<file path="src/rtl/rec_median_stream.sv">
// rec_median_stream: recursive 1-D median over a WIN-tap window, line framed, edges replicated, tail flushed per line.
// Latency: one cycle from the accept that completes a window to out_valid; FLUSH emits one output per free output slot.
// Backpressure: in_ready follows output-register space (always 1 in IDLE, 0 in FLUSH); optional macro RMF_NONREC_EN adds port `recursive`.
module rec_median_stream #(
  parameter int DATA_W = 8,
  parameter int WIN    = 5
) (
  input  logic              clk,
  input  logic              rst_n,
`ifdef RMF_NONREC_EN
  input  logic              recursive,
`endif
  input  logic              in_valid,
  output logic              in_ready,
  input  logic [DATA_W-1:0] in_data,
  input  logic              in_sol,
  input  logic              in_eol,
  output logic              out_valid,
  input  logic              out_ready,
  output logic [DATA_W-1:0] out_data,
  output logic              out_sol,
  output logic              out_eol,
  output logic              sync_err,
  output logic              busy
);

  localparam int K  = (WIN - 1) / 2;
  localparam int N  = 2 * K + 1;
  localparam int CW = $clog2(K + 2);

  typedef enum logic [1:0] {
    S_IDLE  = 2'd0,
    S_FILL  = 2'd1,
    S_RUN   = 2'd2,
    S_FLUSH = 2'd3
  } state_t;

  state_t            r_state;
  logic [CW-1:0]     r_c;          // outputs still owed for the current line
  logic              r_first;      // next produce is the first of the line
  logic [DATA_W-1:0] r_h [1:K];    // past outputs, r_h[1] newest
  logic [DATA_W-1:0] r_f [0:K-1];  // look-ahead inputs, r_f[0] is the window centre
  logic              r_out_valid;
  logic [DATA_W-1:0] r_out_data;
  logic              r_out_sol;
  logic              r_out_eol;
  logic              r_sync_err;

  logic              w_out_space;
  logic              w_acc;
  logic              w_start;
  logic              w_err;
  logic              w_prod;
  logic              w_last;
  logic              w_fshift;
  logic [DATA_W-1:0] w_s;
  logic [DATA_W-1:0] w_y;
  logic [DATA_W-1:0] w_hin;
  logic [DATA_W-1:0] w_win [0:N-1];

  assign w_out_space = !r_out_valid || out_ready;
  assign in_ready    = (r_state == S_IDLE)  ? 1'b1 :
                       (r_state == S_FLUSH) ? 1'b0 : w_out_space;
  assign w_acc       = in_valid && in_ready;
  // Any accepted sol restarts the line; in FILL/RUN the owed tail is dropped.
  assign w_start     = w_acc && in_sol;
  assign w_err       = w_acc && (in_sol ? (r_state == S_FILL || r_state == S_RUN)
                                        : (r_state == S_IDLE));
  assign w_prod      = (r_state == S_RUN && w_acc && !in_sol) ||
                       (r_state == S_FLUSH && w_out_space);
  assign w_last      = (r_state == S_FLUSH) && (r_c == CW'(1));
  assign w_fshift    = w_prod || (r_state == S_FILL && w_acc && !in_sol);
  // During the tail the newest sample is replicated to pad the right edge.
  assign w_s         = (r_state == S_FLUSH) ? r_f[K-1] : in_data;

`ifdef RMF_NONREC_EN
  logic r_rec;

  // Filter mode is chosen per line at the sol accept.
  always_ff @(posedge clk or negedge rst_n) begin
    if (!rst_n) begin
      r_rec <= 1'b1;
    end else if (w_start) begin
      r_rec <= recursive;
    end
  end

  assign w_hin = r_rec ? w_y : r_f[0];
`else
  assign w_hin = w_y;
`endif

  // Assemble the 2K+1 window: history, look-ahead and the incoming sample.
  always_comb begin
    for (int i = 0; i < K; i++) begin
      w_win[i]     = r_h[i+1];
      w_win[K + i] = r_f[i];
    end
    w_win[N-1] = w_s;
  end

  // Rank selection: a value is the K-th order statistic when K lies in its tie span.
  always_comb begin : p_median
    int lt;
    int le;
    lt  = 0;
    le  = 0;
    w_y = w_win[0];
    for (int i = 0; i < N; i++) begin
      lt = 0;
      le = 0;
      for (int j = 0; j < N; j++) begin
        if (w_win[j] <  w_win[i]) lt = lt + 1;
        if (w_win[j] <= w_win[i]) le = le + 1;
      end
      if (lt <= K && le > K) w_y = w_win[i];
    end
  end

  // Line FSM with window storage and the registered output stage.
  always_ff @(posedge clk or negedge rst_n) begin
    if (!rst_n) begin
      r_state     <= S_IDLE;
      r_c         <= '0;
      r_first     <= 1'b0;
      r_out_valid <= 1'b0;
      r_out_data  <= '0;
      r_out_sol   <= 1'b0;
      r_out_eol   <= 1'b0;
      r_sync_err  <= 1'b0;
      for (int i = 1; i <= K; i++) r_h[i] <= '0;
      for (int i = 0; i < K; i++)  r_f[i] <= '0;
    end else begin
      r_sync_err <= w_err;

      if (w_prod) begin
        r_out_valid <= 1'b1;
        r_out_data  <= w_y;
        r_out_sol   <= r_first;
        r_out_eol   <= w_last;
        r_first     <= 1'b0;
        r_h[1]      <= w_hin;
        for (int i = 2; i <= K; i++) r_h[i] <= r_h[i-1];
      end else if (out_ready) begin
        r_out_valid <= 1'b0;
      end

      if (w_start) begin
        // Left edge: history and look-ahead all replicate the first sample.
        for (int i = 1; i <= K; i++) r_h[i] <= in_data;
        for (int i = 0; i < K; i++)  r_f[i] <= in_data;
        r_c     <= CW'(1);
        r_first <= 1'b1;
        if (in_eol)     r_state <= S_FLUSH;
        else if (K > 1) r_state <= S_FILL;
        else            r_state <= S_RUN;
      end else if (w_fshift) begin
        for (int i = 0; i < K - 1; i++) r_f[i] <= r_f[i+1];
        r_f[K-1] <= w_s;
        case (r_state)
          S_FILL: begin
            r_c <= r_c + CW'(1);
            if (in_eol)                  r_state <= S_FLUSH;
            else if (r_c == CW'(K - 1))  r_state <= S_RUN;
          end
          S_RUN: begin
            if (in_eol) r_state <= S_FLUSH;
          end
          S_FLUSH: begin
            r_c <= r_c - CW'(1);
            if (w_last) r_state <= S_IDLE;
          end
          default: ;
        endcase
      end
    end
  end

  assign out_valid = r_out_valid;
  assign out_data  = r_out_data;
  assign out_sol   = r_out_sol;
  assign out_eol   = r_out_eol;
  assign sync_err  = r_sync_err;
  assign busy      = (r_state != S_IDLE) || r_out_valid;

endmodule
</file>
<file path="config.mk">
export PLATFORM = sky130hd
export DESIGN_NAME = rec_median_stream
export DESIGN_NICKNAME = d
export VERILOG_FILES = /design/src/rtl/rec_median_stream.sv
export SDC_FILE = /design/constraint.sdc
export NUM_CORES = 1
export LEC_CHECK = 0
export BUFFER_PORTS_ARGS = -buffer_cell sky130_fd_sc_hd__buf_2
export CAP_MARGIN = 20
export CORE_ASPECT_RATIO = 0.5
export CORE_MARGIN = 3
export CORE_UTILIZATION = 50
export DETAILED_ROUTE_END_ITERATION = 10
export PLACE_DENSITY = 0.76
export SKIP_CTS_REPAIR_TIMING = 1
export SYNTH_ARGS = -nofsm -noshare
export SYNTH_HDL_FRONTEND = slang
export SYNTH_SLANG_ARGS = --single-unit
export TNS_END_PERCENT = 50
</file>
<file path="constraint.sdc">
create_clock -name clk -period 15.8 [get_ports clk]
set_input_delay 3.16 -clock clk [delete_from_list [all_inputs] [get_ports clk]]
set_output_delay 3.16 -clock clk [all_outputs]
set_load 0.03 [all_outputs]
</file>
==> results of run 1 <==
-- synthesized netlist by cell type, drive strengths merged, types with 3 or more instances --
master    n  area share
and3      3      0.0032
xor2      3      0.0045
fa        3       0.010
o21ai    52       0.045
clkbuf   15      0.0097
mux2      8       0.016
or2       3      0.0032
mux2i    12       0.021
o22ai    16       0.017
nor2     52       0.034
nor2b    14       0.015
and4      4      0.0060
nand3     6      0.0052
a21boi    4      0.0052
buf       6      0.0049
inv      59       0.038
a21o     16       0.021
and2      7      0.0075
ha      107        0.23
o211ai    7      0.0090
a21oi    46       0.040
nand2    81       0.052
xnor2     8       0.012
o21a      5      0.0064
a31oi    19       0.020
dfrtp    49        0.21
a221oi    8       0.012
o221ai    9       0.017
nand4    22       0.024
o31ai     6      0.0077
maj3      4      0.0069
a211oi    5      0.0082
nand2b    8      0.0086
a32oi     3      0.0058
o211a     3      0.0052
-- metrics by stage --
stage | cells | hold slack (ns) | setup WS (ns) | utilization | cell area, µm²
detailed placement | 882 | 0.454 | 7.35 | 0.548 | 6120
floorplan | 710 | 0.446 | 7.83 | - | 5820
CTS | 889 | 0.470 | 7.63 | 0.560 | 6270
global placement | 882 | 0.444 | 7.50 | 0.548 | 6120
global route | 889 | 0.490 | 7.27 | 0.560 | 6270
finish | 889 | 0.467 | 7.58 | 0.560 | 6270
-- final cells by class --
type | count | area share
Sequential cell | 49 | 0.196
Multi-Input combinational cell | 581 | 0.685
Timing Repair Buffer | 34 | 0.0300
Tap cell | 159 | 0.0317
Clock inverter | 2 | 0.00260
Inverter | 59 | 0.0353
Clock buffer | 5 | 0.0200
-- sequential cells by signal, indices dropped and copies added (netlist names), 2 cells and up --
name	flops
out_data	8
r_c	2
r_state	2
r_f	16
r_h	16
-- final timing paths --
check | start | depth (start not counted) | endpoint | slack (ns)
max | in_data[0] | 26 | r_h[8] | 7.58
min | out_sol | 2 | out_sol | 0.47
max reg2reg | r_state[1] | 27 | r_h[8] | 9.57
min reg2reg | out_sol | 2 | out_sol | 0.47
max in group asynchronous | rst_n | 2 | r_h[13] | 12.37
min in group asynchronous | rst_n | 2 | r_f[8] | 2.98
-- worst max-delay path: stages --
cell                       delay [ns]
sky130_fd_sc_hd__buf_2           0.13
sky130_fd_sc_hd__mux2i_1         0.13
sky130_fd_sc_hd__inv_1           0.17
sky130_fd_sc_hd__ha_1            0.16
sky130_fd_sc_hd__inv_1           0.04
sky130_fd_sc_hd__maj3_1          0.34
sky130_fd_sc_hd__maj3_1          0.35
sky130_fd_sc_hd__a21o_1          0.18
sky130_fd_sc_hd__a21o_1          0.17
sky130_fd_sc_hd__a21o_1          0.16
sky130_fd_sc_hd__a21o_1          0.17
sky130_fd_sc_hd__a21oi_1         0.30
sky130_fd_sc_hd__a31oi_1         0.08
sky130_fd_sc_hd__ha_1            0.31
sky130_fd_sc_hd__xor2_1          0.21
sky130_fd_sc_hd__inv_1           0.09
sky130_fd_sc_hd__ha_1            0.27
sky130_fd_sc_hd__and2_1          0.15
sky130_fd_sc_hd__a21o_1          0.17
sky130_fd_sc_hd__ha_1            0.29
sky130_fd_sc_hd__nor2b_1         0.14
sky130_fd_sc_hd__nand2b_1        0.14
sky130_fd_sc_hd__a221o_1         0.30
sky130_fd_sc_hd__and3_1          0.31
sky130_fd_sc_hd__a221oi_1        0.32
sky130_fd_sc_hd__o22ai_1         0.12
-- cell families (layout without fill, tap and decap cells) --
group	count (synthesis)	after routing	synth area share
xor gates and xnor gates	11	11	0.0165
adders and majority gates	114	114	0.247
DFF	49	49	0.211
muxes	20	20	0.0374
and+or+nand+nor	214	214	0.177
buffers and inverters	80	100	0.0526
AOI/OAI and AO/OA	222	222	0.258
-- routing by layer --
layer	part of all wire	vias to the layer above
met5	0	-
met4	0.015	0
met3	0.081	24
met2	0.43	240
met1	0.47	2689
li1	-	2668
==> results list, run 1 <==
- Run status: complete, no violations
- Gate Count Post-Synth: 710
- Via total after detailed routing: 5621
* Top-Level Pins: 28
* Clock transition at the registers of the reported paths: around 0.07 ns
- RD Place Congestion: 0.925
- Std cell rows: 27
- Number of CTS-inserted buffers: 5
- Headroom to the max-slew limit came out at 0.328.
* Final cycle utilization of the critical path: 0.520
* Register bit count reported by yosys: 49
- The top cell types in the final layout, fill and taps aside, are 107 x sky130_fd_sc_hd__ha_1, 81 x sky130_fd_sc_hd__nand2_1, 59 x sky130_fd_sc_hd__inv_1.
* Largest net degree at the start of global routing: 50
- EDFF count, synth: 0
- Across the run, the number of max-cap violations was 0.
- Setup repair after global routing left no endpoint under its margin.
- Setup CP Type: input pin to flip-flop
- In this run the worst hold path is classified as flip-flop to flip-flop.
- The clock reaches the later pin of the worst-skew pair after between 0.2 and 0.3 ns.
- The detailed router finished its first iteration with 617 violations.
- Max Fanout on Critical Path: 8
* Setup crit start kind: input pin
- The wire-length estimate of the detail-placed layout is 12800 µm.
- In the routed layout, each cell is associated on average with a via count of 6.32.
- In the global route stage, met3 resource usage came out at 0.0458.
- DR WL/cell: 18.7 µm
- Data required time at the worst endpoint: 15.95 ns
- Compared with the post-synthesis result, the final layout area differs by 7.61%.
- Area of the die: 13100 µm²
- Final Hold Vio Count: 0
- The final layout contains routed wiring with a total length of 16600 µm.
* Combined flip-flop and latch cell area: roughly 1200 µm²
- Post-layout min period: about 8.2 ns
* Maximum clock frequency: 0.122 GHz
- The most used flip-flop cell after synthesis is sky130_fd_sc_hd__dfrtp_1.
* Fill cells: between 900 and 1000
* Initial antenna violation count: 0
- Level count of the clock H-tree: 2
- YS warnings: 0
* Wire length of the first global-routing pass: about 27000 µm
- Max-slew violation count: 0
- The tree is rooted in a sky130_fd_sc_hd__clkbuf_16.
- 0 antenna diodes ended up in the layout.
- Measured along the y axis, the die boundary spans 82.3 µm.
- Number of global-route vias before repair: 5106
- Post-Route Skew: 0.00734 ns
* Multi-input logic area: 4290 µm²
- GRT met2 Usage: 0.420
- After routing, the total negative slack on setup checks comes to 0 ns.
* Global routing's busiest layer: met2
- The library cell used most frequently in the layout, excluding fill and tap cells, is sky130_fd_sc_hd__ha_1.
- Clock tree from TritonCTS: done
* Kind of end point of the critical path: flip-flop
- Port-buffer cells: 27
- For this run, the total global-route usage over all layers was measured as 0.259.
* Proportion of synthesized chip area in sequential cells: 0.211
- Count of unresolved DRC violations after routing: 0
- The initial utilization of the core area, before any placement, comes to 0.521.
* Netlist Area Pre-Place: 5820 µm²
- Post-layout nets: 854
* First drt pass iteration count: 5
* Post-synthesis net count: 834
- For the worst setup path, the data arrival time is roughly 8.4 ns.
* Number of nets with antenna violations after routing: 0
* Total congestion overflow after global routing: 0
* Clock tree sinks: between 40 and 50
* Share of async-settable or async-resettable flops after synthesis: 1.00
- Of the cells placed in the final design, the portion with a size suffix greater than 1 is 0.0918.
- Synthesized area divided by synthesized cell count: 8.20 µm²
* Transition time of the tightest slew-check pin: 1.00 ns
- Setup violations remaining at the end of the flow were counted as 0.
- Core Area: 11200 µm²
* Count of different cell masters after synthesis: 73
* Die width: 159 µm
- Counting along the longest clock path gives a buffer depth of 2.
- Met1 global-route usage: 0.367
Power of run 1 is not shown: default switching activity piles up to over one toggle a cycle in this logic, so the estimate is an artifact.
==> run 2: changes to the inputs <==
==> constraint.sdc (replaced) <==
create_clock -name clk -period 7.85 [get_ports clk]
set_input_delay 1.57 -clock clk [delete_from_list [all_inputs] [get_ports clk]]
set_output_delay 1.57 -clock clk [all_outputs]
set_load 0.03 [all_outputs]
==> results list, run 2 (synthesized netlist as in run 1, its figures left out) <==
- The repair_antennas step left the layout with diodes totalling 0.
- In this run the tightest slew margin relative to its limit is 0.385.
- After clock tree synthesis, the clock-pin slew on the worst setup and hold paths is around 0.080 ns.
* Data required time at the worst endpoint: approximately 8.0 ns
* Run status: complete, no violations
* DR WL/cell: 18.6 µm
- Based on the critical path, the design can be clocked at up to roughly 0.15 GHz.
- Area of the die: 13100 µm²
- Once detailed placement completed, the half-perimeter wirelength came to ~13000 µm.
- For the pin with the worst max-slew slack, the measured transition is around 0.9 ns.
* Final Hold Vio Count: 0
- First drt pass iteration count: 5
- Of the available clock period, the critical path in the final layout requires 0.844.
- Total congestion overflow after global routing: 0
- RD Place Congestion: 0.966
* Total negative slack for setup checks: 0 ns
* Wire length of the first global-routing pass: 26800 µm
- Setup crit start kind: input pin
- Port buffering added 27 buffers.
- In the final layout, the share of cells above drive strength 1 is 0.0967.
- By instance count, the cell type seen most on the critical path is sky130_fd_sc_hd__a21o_1.
* Post-layout nets: ~860
- Initial antenna violation count: 0
- TritonCTS built the clock tree.
* Slowest cell on the critical path: sky130_fd_sc_hd__maj3_1
- The critical path in this run is classified as input pin to flip-flop.
- Die width: 159 µm
- Effective utilization at floorplan: 0.521
* Number of nets with antenna violations after routing: 0
- Via total after detailed routing: approximately 5600
* Kind of end point of the critical path: flip-flop
* Clock tree sinks: around 50
* Master cell of the clock root buffer: sky130_fd_sc_hd__clkbuf_16
- The H-tree was split into 2 levels.
- The floorplan has 27 rows.
- Setup repair after global routing left no endpoint under its margin.
* Via/cell ratio: a little over 6
* Top-Level Pins: 28
- Worst min-delay path class: flip-flop to flip-flop
- Maxcap violations: 0
- Arrival time of data at the critical path endpoint: 6.79 ns
* Detailed Route Iter0 Violations: approximately 450
* Post-layout min period: 6.63 ns
- Setup violations remaining at the end of the flow were counted as 0.
- Clock latency on the worst-skew pair, taken at its later pin, is about 0.30 ns.
* Total non-filler cell area in the finished layout: 6300 µm²
* Max Fanout on Critical Path: 8
- Across every metal layer, demand over resource in global routing totals 0.260.
* Post-Route Skew: 0.00721 ns
- Most common cell after layout, fill and taps aside: sky130_fd_sc_hd__ha_1
- The via count of the first global-routing pass came to 5179.
- Entering global routing, the biggest net connects 50 pins.
- Peak per-stage delay on the critical path: 0.35 ns
* Number of CTS-inserted buffers: 5
- Core Area: around 11000 µm²
- Highest-count cells in the layout ignoring fill and taps: 107 x sky130_fd_sc_hd__ha_1, 81 x sky130_fd_sc_hd__nand2_1, 59 x sky130_fd_sc_hd__inv_1
- Maximum count of clock buffers along a single path: 2
- The die is 82.3 µm tall.
* Placed Area: 6150 µm²
- The count of final max-slew check failures is 0.
- After detailed routing, the total wire length is 16600 µm.
* Count of unresolved DRC violations after routing: 0
* Area added between synthesis and finish: 8.21%
## run 2: changes by cell type in the layout (fill, tap and decap cells not counted), sizes merged
cell / before / now
buf: 34 / 37
inv: 59 / 61
clkinvlp: 1 / 0
## run 2: critical path, delay by kind of cell
kind                       cells  cell delay (ns)
AOI/OAI and AO/OA             10             2.01
muxes                          1             0.11
adders and majority gates      6             1.73
xor gates and xnor gates       1             0.21
and+or+nand+nor                4             0.71
buffers and inverters          4             0.45
## run 2: final timing paths
| path | from | end | slack (ns) | cells past startpoint |
|---|---|---|---|---|
| max in group asynchronous | rst_n | r_f[11] | 6.02 | 2 |
| min reg2reg | r_first | out_sol | 0.48 | 2 |
| max | in_data[0] | r_h[11] | 1.22 | 26 |
| min in group asynchronous | rst_n | r_f[10] | 1.36 | 2 |
| min | r_first | out_sol | 0.48 | 2 |
| max reg2reg | r_state[0] | r_h[11] | 1.52 | 22 |
## run 2: stage by stage
step / setup slack (ns) / instances / util / hold WS, ns
floorplan: 1.47 / 710 / - / 0.446
global placement: 1.17 / 885 / 0.550 / 0.449
detailed placement: 0.971 / 885 / 0.550 / 0.463
CTS: 1.27 / 893 / 0.564 / 0.481
global route: 0.836 / 893 / 0.564 / 0.509
finish: 1.22 / 893 / 0.564 / 0.479
## run 2: metal layers
layer / vias to the layer above / track usage / share of wire
li1: 2683 / - / -
met1: 2629 / 0.375 / 0.47
met2: 237 / 0.412 / 0.43
met3: 18 / 0.0359 / 0.085
met4: 0 / 0.0635 / 0.015
met5: - / 0 / 0
## run 2: final cells by class
cell class	instances	area (µm²)
Fill cell	1008	4880
Multi-Input combinational cell	581	4290
Sequential cell	49	1230
Inverter	59	221
Timing Repair Buffer	37	210
Tap cell	159	199
Clock buffer	5	125
Clock inverter	3	28.8
Power of run 2 is left out for the same reason.
==> run 3: changes to the inputs <==
--- a/config.mk
+++ b/config.mk
@@ -5,6 +5,7 @@
 export SDC_FILE = /design/constraint.sdc
 export NUM_CORES = 1
 export LEC_CHECK = 0
+export ABC_AREA = 1
 export BUFFER_PORTS_ARGS = -buffer_cell sky130_fd_sc_hd__buf_2
 export CAP_MARGIN = 20
 export CORE_ASPECT_RATIO = 0.5
==> constraint.sdc (replaced) <==
create_clock -name clk -period 6.3 [get_ports clk]
set_input_delay 1.26 -clock clk [delete_from_list [all_inputs] [get_ports clk]]
set_output_delay 1.26 -clock clk [all_outputs]
set_load 0.03 [all_outputs]
==> results list, run 3 <==
- The count of buffers added on input and output ports is 27.
* Detailed Route Iter0 Violations: 608
- For the pin with the worst max-slew slack, the measured transition is about 0.86 ns.
- Overall die height: 83.6 µm
- Length of routed met3 wiring: 1610 µm
- Most common cell after layout, fill and taps aside: sky130_fd_sc_hd__nand2_1
* Gate Count Post-Synth: 882
- The count of final max-slew check failures is 0.
- Data on the critical path arrives at its endpoint at 5.14 ns.
- The hold violation count in the final report is 0.
* Area added between synthesis and finish: 8.41%
* Post-layout min period: 4.95 ns
- Die width: about 160 µm
* Maximum count of clock buffers along a single path: 2
- STA classifies the critical path startpoint as a flip-flop.
- Timing would allow up to ~0.2 GHz.
- Met2 wire length: approximately 7300 µm
- The tree is rooted in a sky130_fd_sc_hd__clkbuf_16.
- DR WL/cell: 15.8 µm
* Global routing usage summed across all routing layers: 0.252
- 0 antenna diodes ended up in the layout.
* Via/cell ratio: between 5 and 6
* Insertion delay of the later-clocked pin in the worst-skew pair: 0.30 ns
- Share of post-route cells with drive strength above 1: 0.119
- Clock tree sinks: 49
* Flip-flop cell with the highest count after synthesis: sky130_fd_sc_hd__dfrtp_1
- In this run the number of H-tree levels came out at 2.
- Placed wire-length estimate: between 10000 and 15000 µm
- Final core utilization: 0.575
* Netlist Area Pre-Place: 6020 µm²
- For this block, the routed nets add up to roughly 17000 µm of wire.
* Number of cells traversed by the worst register-to-register path: 29
* Initial antenna violation count: 0
- Count of unresolved DRC violations after routing: 0
* Clock transition at the registers of the reported paths: about 0.070 ns
- Worst min-delay path class: flip-flop to flip-flop
- Slowest cell on the critical path: sky130_fd_sc_hd__ha_1
- Top-count cell post-synth: sky130_fd_sc_hd__nand2_1
* Final cycle utilization of the critical path: 0.786
* Total negative slack for setup checks: 0 ns
- Kind of end point of the critical path: flip-flop
- Hold Startpoint: out_sol
* Run status: complete, no violations
- Detailed routing inserted a total of a little over 6000 vias.
- Area of the die: between 10000 and 15000 µm²
* M1 wire length: 7790 µm
- Most common cell type on the critical path: sky130_fd_sc_hd__nand2_1
- Synthesized area divided by synthesized cell count: 6.83 µm²
- Setup repair after global routing left no endpoint under its margin.
- Post-Route Skew: 0.00623 ns
- Effective utilization at floorplan: 0.531
- EDFF count, synth: 0
* Startpoint of the worst-slack reg-to-reg timing path: r_state[1]
- Number of global-route vias before repair: around 5600
- First drt pass iteration count: 6
* Number of CTS-inserted buffers: 5
- Top cells by area, synth: sky130_fd_sc_hd__ha_1 22%, sky130_fd_sc_hd__dfrtp_1 20%, sky130_fd_sc_hd__nand2_1 15%
- Synthesis produced a netlist with a net count of about 1000.
* Core Area: 11400 µm²
* Clock tree from TritonCTS: done
- Highest-count cells in the layout ignoring fill and taps: 244 x sky130_fd_sc_hd__nand2_1, 133 x sky130_fd_sc_hd__inv_1, 107 x sky130_fd_sc_hd__ha_1
- The share of the Yosys chip area taken by registers is 0.204.
* Top routing layer used: met4
- Tracing the worst setup path back leads to its startpoint at r_state[1].
* Synth cell count leaders: 244 x sky130_fd_sc_hd__nand2_1, 133 x sky130_fd_sc_hd__inv_1, 107 x sky130_fd_sc_hd__ha_1
* Peak per-stage delay on the critical path: roughly 0.76 ns
- RD Place Congestion: between 0.9 and 1
- Worst hold path stage count: 2
- Maxcap violations: 0
- Of all flip-flops after synthesis, the portion carrying an async set or reset was 1.00.
- The detail route stage leaves a number of antenna-violating nets equal to 0.
- In this run the worst path has a maximum fanout of 21.
* Wire length of the first global-routing pass: 27900 µm
* Largest net degree at the start of global routing: 50
- Global routing finished with a remaining overflow of 0.
* Register bit count reported by yosys: 49
- Std cell rows: 27
* Max_slew headroom: 0.424
- Setup violations remaining at the end of the flow were counted as 0.
- Dominant cell type by area after synthesis: sky130_fd_sc_hd__ha_1
* Post-layout nets: 1037
- Count of different cell masters after synthesis: 43
- Top-Level Pins: 28
- The worst setup path is of the flip-flop to flip-flop kind.
- Data required time at the worst endpoint: between 6 and 7 ns
* YS warnings: 0
- The share of synthesized area in the top cell type comes to 0.222.
run 3: changes by cell type after synthesis, sizes merged, moves of 14 or more:
cell and change:
inv +89, a31oi -19, nor2b -14, a21o -14
nand2 +183, a21oi -21, o22ai -15, nand3 +96
run 3: final cells by class:
| class | count | area [µm²] |
|---|---|---|
| Clock buffer | 5 | 125 |
| Clock inverter | 3 | 28.8 |
| Fill cell | 1082 | 4820 |
| Inverter | 148 | 556 |
| Multi-Input combinational cell | 673 | 4190 |
| Sequential cell | 49 | 1230 |
| Tap cell | 159 | 199 |
| Timing Repair Buffer | 36 | 203 |
run 3: path summary, 6_finish.rpt:
kind / slack (ns) / to
min in group asynchronous: 1.07 / r_f[9]
min reg2reg: 0.48 / out_sol
max: 1.35 / r_h[9]
min: 0.48 / out_sol
max in group asynchronous: 4.80 / r_f[7]
max reg2reg: 1.35 / r_h[9]
run 3: worst max-delay path: cells and delay by family (launching register included):
family                   cells  cell delay, ns
buffers and inverters        5            0.52
AO/OA/AOI/OAI                3            0.40
adder cells (fa/ha/maj)      4            1.43
flip-flops                   1            0.44
AND/OR/NAND/NOR             17            2.01
run 3: through the flow:
stage / setup WS [ns] / area (µm²) / cells / hold slack (ns)
2_1_floorplan: 1.76 / 6020 / 882 / 0.442
3_5_place_dp: 1.45 / 6380 / 1065 / 0.460
5_1_grt: 0.959 / 6530 / 1073 / 0.495
3_3_place_gp: 1.54 / 6380 / 1065 / 0.454
4_1_cts: 1.42 / 6530 / 1073 / 0.483
6_report: 1.35 / 6530 / 1073 / 0.481
run 3: cell families after synthesis:
logic type,Yosys count,synth area share
AOI/OAI and AO/OA,115,0.110
adders and majority gates,110,0.232
DFF,49,0.204
buffers and inverters,160,0.101
and+or+nand+nor,445,0.347
xor gates and xnor gates,3,0.00561
run 3: per-layer routing:
layer,up-vias,GRT usage
li1,2950,-
met3,28,0.0367
met2,279,0.394
met4,0,0.0515
met1,2781,0.369
met5,-,0
Power of run 3 is left out for the same reason.
